==> src/rtl/instr_encoder.sv <==
// -----------------------------------------------------------------------------
// instr_encoder
//
// Write-side counterpart of the control decoder. Structured instruction
// requests (class + fields) are encoded into 32-bit MIPS words, buffered in
// a small FIFO and streamed into the instruction-memory write port at
// sequential word addresses starting from BASE_ADDR.
//
// Optional feature macro: INSTR_ENC_CLASS_CHECK_EN
//   defined   : class_i 11..15 is accepted but dropped, err_o sets sticky
//   undefined : class_i 11..15 encodes as a nop (32'h0) and is written,
//               err_o is tied low
//
// Parameters
//   DEPTH     FIFO entries (power of two, >= 4)
//   ADDR_W    imem byte-address width
//   BASE_ADDR first write address (word aligned)
//
// Ports
//   clk_i, rst_i          clock, synchronous active-high reset
//   start_i               one-cycle pulse, opens (or restarts) a load session
//   valid_i / ready_o     request handshake
//   last_i                request closes the session
//   class_i               instruction class (0 R .. 10 LUI)
//   rs_i rt_i rd_i        register fields
//   shamt_i funct_i       R-type shift amount / function
//   imm_i target_i        immediate / jump target
//   imem_ready_i          memory accepts a write this cycle
//   imem_we_o             write strobe
//   imem_addr_o           byte address of the word on imem_data_o
//   imem_data_o           encoded word (FIFO head)
//   count_o               words written this session
//   done_o                session complete
//   err_o                 sticky illegal-class flag
// -----------------------------------------------------------------------------
module instr_encoder #(
  parameter int DEPTH     = 8,
  parameter int ADDR_W    = 10,
  parameter int BASE_ADDR = 0
) (
  input  logic              clk_i,
  input  logic              rst_i,
  input  logic              start_i,
  input  logic              valid_i,
  output logic              ready_o,
  input  logic              last_i,
  input  logic [3:0]        class_i,
  input  logic [4:0]        rs_i,
  input  logic [4:0]        rt_i,
  input  logic [4:0]        rd_i,
  input  logic [4:0]        shamt_i,
  input  logic [5:0]        funct_i,
  input  logic [15:0]       imm_i,
  input  logic [25:0]       target_i,
  input  logic              imem_ready_i,
  output logic              imem_we_o,
  output logic [ADDR_W-1:0] imem_addr_o,
  output logic [31:0]       imem_data_o,
  output logic [ADDR_W-2:0] count_o,
  output logic              done_o,
  output logic              err_o
);

  localparam int PTR_W   = $clog2(DEPTH);
  localparam int CNT_W   = PTR_W + 1;
  localparam int CNTO_W  = ADDR_W - 1;

  localparam logic [ADDR_W-1:0] BASE      = ADDR_W'(BASE_ADDR);
  // Total occupancy (encode stage + FIFO) at or below this keeps >= 2 free.
  localparam logic [CNT_W-1:0]  OCC_LIMIT = CNT_W'(DEPTH - 2);

  localparam logic [5:0] OP_R    = 6'b000000;
  localparam logic [5:0] OP_ADDI = 6'b001000;
  localparam logic [5:0] OP_ORI  = 6'b001101;
  localparam logic [5:0] OP_BEQ  = 6'b000100;
  localparam logic [5:0] OP_LW   = 6'b100011;
  localparam logic [5:0] OP_SW   = 6'b101011;
  localparam logic [5:0] OP_J    = 6'b000010;
  localparam logic [5:0] OP_BGT  = 6'b000111;
  localparam logic [5:0] OP_BNEZ = 6'b000101;
  localparam logic [5:0] OP_BGEZ = 6'b000001;
  localparam logic [5:0] OP_LUI  = 6'b001111;

  typedef enum logic [1:0] {
    S_IDLE,
    S_LOAD,
    S_DRAIN,
    S_DONE
  } state_t;

  // Opcode map shared with the control decoder. Unknown classes encode as nop.
  function automatic logic [31:0] encode(
    input logic [3:0]  cls,
    input logic [4:0]  rs,
    input logic [4:0]  rt,
    input logic [4:0]  rd,
    input logic [4:0]  shamt,
    input logic [5:0]  funct,
    input logic [15:0] imm,
    input logic [25:0] target
  );
    logic [31:0] w;
    w = 32'h0000_0000;
    case (cls)
      4'd0:    w = {OP_R, rs, rt, rd, shamt, funct};
      4'd1:    w = {OP_ADDI, rs, rt, imm};
      4'd2:    w = {OP_ORI, rs, rt, imm};
      4'd3:    w = {OP_BEQ, rs, rt, imm};
      4'd4:    w = {OP_LW, rs, rt, imm};
      4'd5:    w = {OP_SW, rs, rt, imm};
      4'd6:    w = {OP_J, target};
      4'd7:    w = {OP_BGT, rs, rt, imm};
      4'd8:    w = {OP_BNEZ, rs, 5'd0, imm};
      4'd9:    w = {OP_BGEZ, rs, 5'd0, imm};
      4'd10:   w = {OP_LUI, 5'd0, rt, imm};
      default: w = 32'h0000_0000;
    endcase
    return w;
  endfunction

  state_t             state;
  logic               vld_p0;
  logic [31:0]        enc_word_p0;
  logic [31:0]        fifo_mem [DEPTH];
  logic [PTR_W-1:0]   wr_ptr;
  logic [PTR_W-1:0]   rd_ptr;
  logic [CNT_W-1:0]   fifo_cnt;
  logic [CNT_W-1:0]   fifo_cnt_nxt;
  logic [CNT_W-1:0]   occ_total;
  logic [ADDR_W-1:0]  addr_q;
  logic [CNTO_W-1:0]  count_q;
  logic               done_q;
  logic               accept;
  logic               legal;
  logic               push;
  logic               pop;
  logic               fifo_empty;

  assign fifo_empty = (fifo_cnt == '0);
  assign occ_total  = fifo_cnt + {{(CNT_W-1){1'b0}}, vld_p0};

  // Occupancy counts the word sitting in the encode stage so that the stage
  // always finds room in the FIFO on the following cycle.
  assign ready_o = (state == S_LOAD) && (occ_total <= OCC_LIMIT);

  // start_i wins over a same-cycle request; nothing is accepted or written
  // while a flush (start_i) or reset is in progress.
  assign accept = valid_i && ready_o && !start_i && !rst_i;
  assign push   = vld_p0;
  assign pop    = !fifo_empty && imem_ready_i && !start_i && !rst_i;

  always_comb begin
    fifo_cnt_nxt = fifo_cnt;
    if (push && !pop) begin
      fifo_cnt_nxt = fifo_cnt + CNT_W'(1);
    end else if (pop && !push) begin
      fifo_cnt_nxt = fifo_cnt - CNT_W'(1);
    end
  end

`ifdef INSTR_ENC_CLASS_CHECK_EN
  logic err_q;

  assign legal = (class_i <= 4'd10);

  always_ff @(posedge clk_i) begin
    if (rst_i || start_i) begin
      err_q <= 1'b0;
    end else if (accept && !legal) begin
      err_q <= 1'b1;
    end
  end

  assign err_o = err_q;
`else
  assign legal = 1'b1;
  assign err_o = 1'b0;
`endif

  // Stage p0: encode register (data, no reset)
  always_ff @(posedge clk_i) begin
    if (accept) begin
      enc_word_p0 <= encode(class_i, rs_i, rt_i, rd_i, shamt_i, funct_i,
                            imm_i, target_i);
    end
  end

  // FIFO storage (data, no reset)
  always_ff @(posedge clk_i) begin
    if (push) begin
      fifo_mem[wr_ptr] <= enc_word_p0;
    end
  end

  // Control: session FSM, encode-stage valid, FIFO pointers, address/count
  always_ff @(posedge clk_i) begin
    if (rst_i) begin
      state    <= S_IDLE;
      done_q   <= 1'b0;
      vld_p0   <= 1'b0;
      wr_ptr   <= '0;
      rd_ptr   <= '0;
      fifo_cnt <= '0;
      addr_q   <= BASE;
      count_q  <= '0;
    end else if (start_i) begin
      state    <= S_LOAD;
      done_q   <= 1'b0;
      vld_p0   <= 1'b0;
      wr_ptr   <= '0;
      rd_ptr   <= '0;
      fifo_cnt <= '0;
      addr_q   <= BASE;
      count_q  <= '0;
    end else begin
      vld_p0   <= accept && legal;
      fifo_cnt <= fifo_cnt_nxt;
      if (push) begin
        wr_ptr <= wr_ptr + PTR_W'(1);
      end
      if (pop) begin
        rd_ptr  <= rd_ptr + PTR_W'(1);
        addr_q  <= addr_q + ADDR_W'(4);
        count_q <= count_q + CNTO_W'(1);
      end
      case (state)
        S_LOAD: begin
          if (accept && last_i) begin
            state <= S_DRAIN;
          end
        end
        S_DRAIN: begin
          // No new requests arrive here, so once the FIFO empties after this
          // cycle's pop (counting any push from the encode stage) we're done.
          if (fifo_cnt_nxt == '0) begin
            state  <= S_DONE;
            done_q <= 1'b1;
          end
        end
        default: begin
          state <= state;
        end
      endcase
    end
  end

  assign imem_we_o   = pop;
  assign imem_addr_o = addr_q;
  assign imem_data_o = fifo_empty ? 32'h0000_0000 : fifo_mem[rd_ptr];
  assign count_o     = count_q;
  assign done_o      = done_q;

endmodule

==> config.mk <==
export PLATFORM = sky130hd
export DESIGN_NAME = instr_encoder
export DESIGN_NICKNAME = d
export VERILOG_FILES = /design/src/rtl/instr_encoder.sv
export SDC_FILE = /design/constraint.sdc
export NUM_CORES = 1
export LEC_CHECK = 0
export ABC_AREA = 1
export CAP_MARGIN = 0
export CORE_ASPECT_RATIO = 2
export CORE_MARGIN = 2
export CORE_UTILIZATION = 68
export CTS_CLUSTER_SIZE = 8
export DETAILED_ROUTE_END_ITERATION = 10
export DONT_BUFFER_PORTS = 1
export GPL_ROUTABILITY_DRIVEN = 0
export PLACE_DENSITY = 0.92
export SLEW_MARGIN = 20
export SYNTH_ARGS = -nofsm -noshare
export SYNTH_HDL_FRONTEND = slang
export SYNTH_SLANG_ARGS = --single-unit
==> constraint.sdc <==
create_clock -name clk_i -period 12.1 [get_ports clk_i]
set_clock_uncertainty 0.2 [all_clocks]
set_input_delay 0.605 -clock clk_i [delete_from_list [all_inputs] [get_ports clk_i]]
set_output_delay 0.605 -clock clk_i [all_outputs]
set_load 0.05 [all_outputs]
# [Word-level counts from Yosys, hierarchy flattened]
# Memories as Yosys holds them, arrays and structs flattened. A register that Yosys moved wholly into a read port is not among the register bits.
# Index checks and enable logic that the tools add are counted.
[word_totals] ff_bits=65 ramBits=256 in_bits=78 out_inout_bits=55 elab_cells=71 mem_count=1
[classes] addsub=7 n_lt_le_gt_ge=1 eq_ne=16 muxes=12 reduce_logical=24
[memory_table] name="fifo_mem" words=8 word_bits=32 read_ports=1 rd_ports_with_merged_regs=1 write_ports=1 line_no="124" text="logic [31:0] fifo_mem [DEPTH];"
[op_table] cell="$pmux 32 s11" n=1
[op_table] cell="$mux 32" n=1
[op_table] cell="$eq 4x3->1 const B" n=4
[op_table] cell="$eq 4x4->1 const B" n=3
[op_table] cell="$logic_not 4->1" n=3
[op_table] cell="$add 10x3->10 const B" n=1
[op_table] cell="$logic_and 1x1->1" n=10
[op_table] cell="$add 9x1->9 const B" n=1
[op_table] cell="$eq 4x2->1 const B" n=2
[op_table] cell="$mux 4" n=2
[op_table] cell="$add 3x1->3 const B" n=2
[op_table] cell="$mux 3" n=2
[op_table] cell="$reduce_and 3->1" n=2
[op_table] cell="$logic_not 1->1" n=5
[op_table] cell="$add 4x1->4" n=1
[op_table] cell="$add 4x1->4 const B" n=1
[op_table] cell="$eq 4x1->1 const B" n=1
[op_table] cell="$le 4x3->1 const B" n=1
[op_table] cell="$mux 2" n=2
[op_table] cell="$pmux 2 s2" n=1
[op_table] cell="$sub 4x1->4 const B" n=1
[op_table] cell="$mux 1" n=3
[op_table] cell="$ne 3x2->1 const B" n=1
[op_table] cell="$ne 3x3->1 const B" n=1
[op_table] cell="8 further kinds" n=8

# [Logic depth before layout (Yosys ltp)]
# Gate-level depths: netlist of run 1.
[depth] word_depth=12 ltp_mapped=14

# [Least setup slack after synthesis of run 1]
# Ideal clock, no wire load.
[synth_path] path_type="register -> register" start="register vld_p0, in the netlist push" end="register enc_word_p0[0], enable pin" setup_time_ns=0.497 arrival_time_ns=4.103 required_ns=11.403 path_slack_ns=7.300 path_stages_with_launch=6 n_path_buf=0 period_less_slack_ns=4.800 cell_sequence="dfxtp_1 -> ha_1 -> ha_1 -> nand3_1 -> o21ai_0 -> nor4_1"
[synth_via] elab_chain_cells=6
[synth_lines] element="start: declaration" line_no="122" text="logic vld_p0;"
[synth_lines] element="start signal: assignment" line_no="216" text="vld_p0 <= accept && legal;"
[synth_lines] element="$add 4x1->4" line_no="140" text="assign occ_total = fifo_cnt + {{(CNT_W-1){1'b0}}, vld_p0};"
[synth_lines] element="$le 4x3->1" line_no="144" text="assign ready_o = (state == S_LOAD) && (occ_total <= OCC_LIMIT);"
[synth_lines] element="$logic_and 1x1->1" line_no="144"
[synth_lines] element="$logic_and 1x1->1 (3 in series)" line_no="148" text="assign accept = valid_i && ready_o && !start_i && !rst_i;"
[synth_lines] element="named net accept" line_no="133" text="logic accept;"
[synth_lines] element="end signal: assignment" line_no="183" text="enc_word_p0 <= encode(class_i, rs_i, rt_i, rd_i, shamt_i, funct_i,"
[synth_lines] element="end: declaration" line_no="123" text="logic [31:0] enc_word_p0;"
# The timed path passes the listed nets, and every way through them passes these cells.
# A chain may end at the register's enable or synchronous reset.

==> summary.md, run 1 <==
Number of enable flip-flop cells after synthesis: 279. After synthesis, the cell types taking the most area are edfxtp_1 (65%), o21ai_0 (6.8%), nor2_1 (6.3%). The fraction of the core area covered by cells at the end of the flow is 0.785, and the post-synthesis sequential area ratio is 0.706. The floorplan step defined a die boundary enclosing 20000 sq um.

Counting the buffers created by CTS gives 45. The area share of the leading cell type in the synthesized netlist works out to 0.653. Clock-pin slew was measured on the worst setup and hold paths at 50 ps. The most frequent cell after synthesis was edfxtp_1. After technology mapping, the gate count stands at 1112.

The minimum hold slack is 70.9 ps. The via density per instance is 6.65. In this run the static leakage power is 0.00502 uW. Setup repair after global routing left no endpoint under its margin. Based on the critical path, the design can be clocked at up to 233 MHz. For this block, the routed nets add up to 32400 um of wire.

The net count of the finished layout is 1222. Final count of negative-setup-slack endpoints: 0. In the routed design, unresolved DRC markers number 0. Entering global routing, the biggest net connects 105 pins.

The setup path with the least slack is of type reg -> out. The floorplan step defined a core boundary enclosing 18700 sq um. The run gives 0 as the count of pins over their slew limit. The detailed placement HPWL was 16400 um. The maximum number of buffers from clock root to sink was 3. The tools report the number of core rows as 71. The design draws 2380 uW. The post-route setup TNS is 0 ps, and the initial core utilization is 0.688. The layout overhead on the synthesized area was 14.1%. The routed design could run at a clock period as short as 4290 ps. Biggest area consumer among synthesized cells: edfxtp_1.

The largest fanout on the critical path came out at 84. The antenna diode count was 0; the total of warnings raised by yosys was 0. The routed wire length per instance is 23.4 um, and the remaining global-route overflow is 0. The pin slew with the least headroom to its limit came out at 1180 ps.

From left edge to right edge, the die measures 101 um. The worst setup path is launched from a register. The number of placed instances, taps included, is 1300. The buffer cell driving the clock tree root is clkbuf_16. The fraction of final layout cells with drive strength greater than 1 was 0.107; the number of max-capacitance violations reported was 0.

The tools report the overall track demand over capacity in global routing as 0.311. The tools report the start point of the worst min-delay path as target_i[25]. The source-to-sink clock delay at the later pin of the worst-skew pair is 530 ps, and the via count of the first global-routing pass is 9170.

By count the netlist is led by edfxtp_1 (279), nor2_1 (215), o21ai_0 (175). The tools report the hold violation total from the final report as 0. Summing over every cut layer, the via total after detailed routing is 9191.

The number of antenna-violating nets in the routed design was 0; the global-route wire length before repair was 46900 um. The quantity of gates resized following cts was 0. For the data arrival at the endpoint of the critical path, the log shows 3480 ps. TritonCTS built the clock tree.

The source of the worst register-to-register timing path was push. Input and output buffers added on the ports amount to 0. Clock tree synthesis found a total of 313 sinks.

The number of different library cells used by synthesis comes to 42. Max-slew headroom at the worst pin: 0.209. Proportion of synthesized flip-flops having asynchronous set or reset: 0. The number of top-level pins is 133.

The number of H-tree levels was 2; the register bit count reported by yosys was 313. The die outline height works out to 198 um. In this run the worst hold path is classified as in -> reg. The finished layout holds 1382 standard cells, fillers aside. The worst vdd rail ir drop is 127 uV. The final worst-path cycle share came out at 0.354. The first detailed-routing pass took 6 iterations.

Initial antenna violation count: 0. The tools report the violation count after the first detailed-routing iteration as 1297. STA puts the critical path data required time at 11300 ps. The synthesized area per cell is 11.5 sq um. The run finished with clean final reports.

The cell area that synthesis handed to floorplanning was 12800 sq um. In the synthesized netlist the dominant register cell turns out to be edfxtp_1. The endpoint kind of the worst setup timing path was an output pin. The total power divided by cell area is 163 nW/um^2.
final timing paths:
kind,endpoint,slack (ps),depth (start not counted)
worst min-delay path,enc_word_p0[25],70,2
worst max register to register,state[0],9060,11
worst min register to register,state[0],290,2
worst max-delay path,imem_data_o[29],7810,7
cell usage in the layout, fill, tap and decap left out, types with 9 or more instances in the layout:
cell type and count:
dfxtp_1 32, nor2_1 206, a21oi_1 22, o21ai_0 175
ha_1 10, clkbuf_1 27, inv_1 47, a31oi_1 21
nand2_1 115, nor2_4 9, buf_4 27, o22ai_1 31
edfxtp_1 279, a31oi_2 11, o21ai_1 9, nand3_1 37
clkbuf_16 45
state kept, by name, summed over array words and instances, names as in the netlist, named ones only:
register,count
fifo_mem,248
enc_word_p0,31
count_o,9
imem_addr_o,8
fifo_cnt,4
rd_ptr,3
wr_ptr,3
state,2
done_o,1
push,1
cell families (layout without fill, tap and decap cells):
logic type | Yosys count | after routing | share of synthesized area
buf+inv | 117 | 165 | 0.0377
xor+xnor | 4 | 4 | 0.00273
fa+ha+maj | 10 | 10 | 0.00975
compound gates | 273 | 273 | 0.114
simple gates | 394 | 394 | 0.130
flops | 313 | 313 | 0.706
other cells | 1 | 4 | 0.000292
final cells by class:
type                       count  area (sq um)
inverter                      55           209
fill                         946          4020
sequential                   313          9060
timing repair buffer          34           378
tap                          219           274
clock inverter                 4          50.0
multi-input combinational    685          3430
clock buffer                  72          1230
critical path: stages, from the launching register on:
cell	delay, ps
dfxtp_4	420
inv_2	470
buf_4	730
o21ai_0	220
o22ai_1	240
o21ai_0	140
a31oi_1	410
buf_4	290
power breakdown:
group / switching, uW / total, uW / internal, uW
clock: 452 / 1140 / 690
sequential: 5.35 / 1180 / 1170
combinational: 46.9 / 62.2 / 15.3
metrics by stage:
stage,area (sq um),worst slack [ps]
6_report,14600,7810
5_1_grt,14600,7700
4_1_cts,14500,7920
3_5_place_dp,13200,8600
3_3_place_gp,13100,8400
2_1_floorplan,12800,7300
routing by layer:
metal | global-route usage | vias to the layer above | wire (um) | share of wire
met4 | 0.176 | 0 | 1200 | 0.037
met5 | 0 | - | 0 | 0
met1 | 0.357 | 4337 | 10400 | 0.32
met3 | 0.0625 | 115 | 3470 | 0.11
li1 | - | 3994 | - | -
met2 | 0.534 | 745 | 17300 | 0.53
what timing repair did:
| action | in CTS | in global routing |
|---|---|---|
| hold buffers | 1 | 0 |
| endpoints found under the hold margin | 1 | 0 |
| endpoints found under the setup margin | 0 | 0 |
| buffers inserted | 0 | 0 |
Note: power is estimated with default switching activity, not from simulation.
==> run 2: changes to the inputs <==
Settings changed: ABC_AREA 1 to 0, CORE_UTILIZATION 68 to 63, PLACE_DENSITY 0.92 to 0.87.
Clock period 12.1 ns to 4 ns, I/O delays scaled along.
==> run 2 against run 1 <==
  * Area after synthesis decreased by 1.6%
  * Critical endpoint is now state[0]
  * Routed wire length decreased by 6.6%
  * Die area increased by 6.1%
  * Total power increased to 3.0 times the previous value
  * Count of clock-buffer cells in the layout decreased by 11
  * First-iteration DRC count decreased by 20%
  * Flip-flop and latch count unchanged
  * Global-route usage decreased by 2.0 points
  * Sequential power increased to 3.0 times the previous value
  * Register-to-register slack got worse by 8400 ps
  * Critical path depth increased by 2
==> summary.md, run 2 <==
The violation count after the first detailed-routing iteration came out at 1042 (-20%). The tools report the post-route setup TNS as 0 ps (unchanged). The part of the total power dissipated in the clock network came out at 0.473 (-0.006). The tools report the number of antenna-violating nets in the routed design as 0 (unchanged). The run gives 7190 uW (+200%) as the total power draw.

The critical path's slowest cell was dlygate4sd3_1. The critical path is of the reg -> reg type. For this run, the leading register cell type out of synthesis is edfxtp_1. The total of warnings raised by yosys was 0 (unchanged).

The kind of path behind the tightest hold check was in -> reg. The tools report the post-placement cell area as 13100 sq um (-0.75%). The share of total power consumed by net switching was 0.203 (-0.00924); the routed wire length per instance was 27.8 um (+19%). The number of instances in the synthesized netlist came out at 714 (-36%). Overall track demand over capacity in global routing: 0.291 (-0.0201).

The buffer cell driving the clock tree root is clkbuf_16. The run gives 0.761 (-0.0237) as the fraction of the core area covered by cells at the end of the flow. The endpoint kind of the worst setup timing path was a register. Post-CTS setup-driven buffer insertion count: 0 (unchanged). Summed over all instances, the cell type with the most area after synthesis is edfxtp_1. The via density per instance was 6.70 (+0.67%).

The antenna diode count came out at 0 (unchanged). The logs give 313 (unchanged) for the clock net sink count and 15000 sq um (+2.6%) for the cell area after layout. The hold violation total from the final report is 0 (unchanged), and the detailed placement HPWL is 16400 um (about the same). The library cell used most frequently in the layout, excluding fill and tap cells, is edfxtp_1.

The delay of the slowest cell on the worst path works out to 560 ps (-170 ps). By count the netlist is led by edfxtp_1 (279), nor2_1 (65), mux4_2 (62). The switching power came out at 1460 uW (+190%). Number of enable flip-flop cells after synthesis: 279 (unchanged). In the layout the commonest cells are edfxtp_1 (279), dlygate4sd3_1 (67), mux4_2 (62). For the number of fill cells in the layout, the log shows 1081 (+14%). Die outline height: 204 um (+3.0%). Critical path startpoint: fifo_cnt[0]. The count of hold-fix buffers inserted at cts is 67 (+66). For the number of core rows, the log shows 73 (+2.8%). The quantity of gates resized following cts was 0 (unchanged); the number of flip-flops under the largest register name was 248 (unchanged). The count of vias placed by the detailed router was 7271 (-21%). Type of origin of the critical path: a register. The tools report the number of top-level pins as 133 (unchanged). The startpoint identified for the worst register-to-register timing path is fifo_cnt[0]. The final worst-path cycle share was 0.825. Based on the critical path, the design can be clocked at up to 303 MHz. Relative to the synthesized area, the layout overhead comes to 18.9%. The area share of the leading cell type in the synthesized netlist was 0.663 (+0.0104); the number of max-capacitance violations reported was 0 (unchanged). The sequential share of power is 0.496 (about the same), and the fraction of final layout cells with drive strength greater than 1 is 0.188 (+0.0806).

For the data arrival at the endpoint of the critical path, the log shows 3520 ps (+40 ps). The run gives 4220 ps (-7080 ps) as the data required time of the critical path. The smallest clock period supported by the final layout is computed as 3300 ps.

The global-route wire length before repair came out at 45400 um (-3.2%). The register with the most flip-flops in the final layout is fifo_mem. Count of buffers inserted at the top-level ports: 0 (unchanged). The synthesized area per cell is 17.7 sq um (+53%). The run gives 7 (+1) as the number of search-and-repair iterations in the first detailed-routing pass. The run gives 895 (-27%) as the final net count. The largest fanout on the critical path was 10 (-88%); the part of the total power dissipated in combinational logic was 0.031 (+0.005). The area of the mapped netlist is 12600 sq um (-1.6%).

The pin slew with the least headroom to its limit works out to 1130 ps (-49.4 ps). The tools report the worst vdd rail ir drop as 676 uV (+430%). The die outline area is 21300 sq um (+6.1%).

The logs give 7726 (-16%) for the via count of the first global-routing pass and 0.00487 uW (-2.9%) for the standby leakage power. The signal on the critical path passes through ha_1, ha_1, nand4b_1, and3_1, a41oi_1, o21a_1, dlygate4sd3_1, a41o_1, dlygate4sd3_1. The tools report the initial core utilization as 0.640 (-0.0476). The run gives 0.244 (+0.0348) as the max-slew headroom at the worst pin. Worst path buffer plus inverter count: 2 (-1). Clock-pin slew reported for the worst setup and hold paths after clock tree synthesis: 50 ps (about the same). The number of clock buffers inserted by TritonCTS was 45 (unchanged). The family with the most delay on the worst path was buffers and inverters. Setup repair after global routing left no endpoint under its margin. The startpoint identified for the worst hold timing path is valid_i.

The post-synthesis sequential area ratio is 0.717 (+0.0113), and the count of pins over their slew limit is 0 (unchanged). The initial antenna violation count is 0 (unchanged), and the maximum number of buffers from clock root to sink is 3 (unchanged). For the maximum number of pins on one net before global-route repair, the log shows 51 (-51%). For the number of H-tree levels, the log shows 2 (unchanged). The x dimension of the die was 104 um (+3.0%). In the post-synthesis netlist, the cell with the most instances is edfxtp_1.

For the routed wire length, the log shows 30200 um (-6.6%). By area the synthesized netlist is led by edfxtp_1 (66%), mux4_2 (11%), dfxtp_1 (5.4%). The remaining global-route overflow was 0 (unchanged).

The count of cell types in the netlist was 57 (+36%); the cell internal power dissipation was 5730 uW (+210%). The proportion of synthesized flip-flops having asynchronous set or reset was 0 (unchanged). TritonCTS built the clock tree. The final count of negative-setup-slack endpoints was 0 (unchanged). For the area of the placeable core, the log shows 19700 sq um (+5.8%). The flow ran to the end, and the final reports show no timing, DRC or antenna violations. The source-to-sink clock delay at the later pin of the worst-skew pair came out at 540 ps (about the same). Remaining routing DRC violations: 0 (unchanged). The total power divided by cell area came out at 479 nW/um^2 (+190%). The register bit count reported by yosys was 313 (unchanged).
==> run 2: cell families after synthesis <==
logic type,after synthesis,synth area share
adder cells (fa/ha/maj),10,0.00991
XOR/XNOR,21,0.0146
flip-flops,313,0.717
AO/OA/AOI/OAI,57,0.0365
other,1,0.000297
AND/OR/NAND/NOR,152,0.0621
buffers and inverters,65,0.0225
multiplexers,95,0.137
==> run 2: power by group through the flow <==
stage                     combinational (uW)  sequential (uW)  clock (uW)
final                                    222             3570        3400
after CTS                                215             3570        3410
after floorplan                          115             3620           0
after global routing                     235             3570        3550
after detailed placement                 145             3630           0
after global placement                   141             3620           0
==> run 2: layout make-up <==
type | count | area [sq um] | share of cell area
multi-input combinational | 339 | 3360 | 0.224
inverter | 24 | 90.1 | 0.00600
clock inverter | 3 | 45.0 | 0.00300
tap | 262 | 328 | 0.0218
sequential | 313 | 9060 | 0.604
timing repair buffer | 84 | 913 | 0.0608
clock buffer | 61 | 1210 | 0.0804
==> run 2: path summary, 6_finish.rpt <==
kind | endpoint | slack, ps | cells after the start
setup / recovery | state[0] | 700 | 9
hold / removal | enc_word_p0[14] | 90 | 2
setup reg to reg | state[0] | 700 | 9
hold reg to reg | register | 290 | 2
==> run 2: per-stage QoR <==
| step | std cells | hold slack (ps) | worst slack [ps] |
|---|---|---|---|
| finish | 1086 | 86.1 | 701 |
| global route | 1086 | 99.0 | 537 |
| CTS | 1086 | 113 | 670 |
| detailed placement | 955 | 188 | 1100 |
| global placement | 949 | 187 | 1180 |
| floorplan | 717 | 146 | 389 |
==> run 2: routing by layer <==
metal | global-route usage | vias to the layer above | share of wire
li1 | - | 3001 | -
met1 | 0.333 | 3664 | 0.33
met2 | 0.522 | 487 | 0.55
met3 | 0.0536 | 119 | 0.080
met4 | 0.147 | 0 | 0.045
met5 | 0 | - | 0
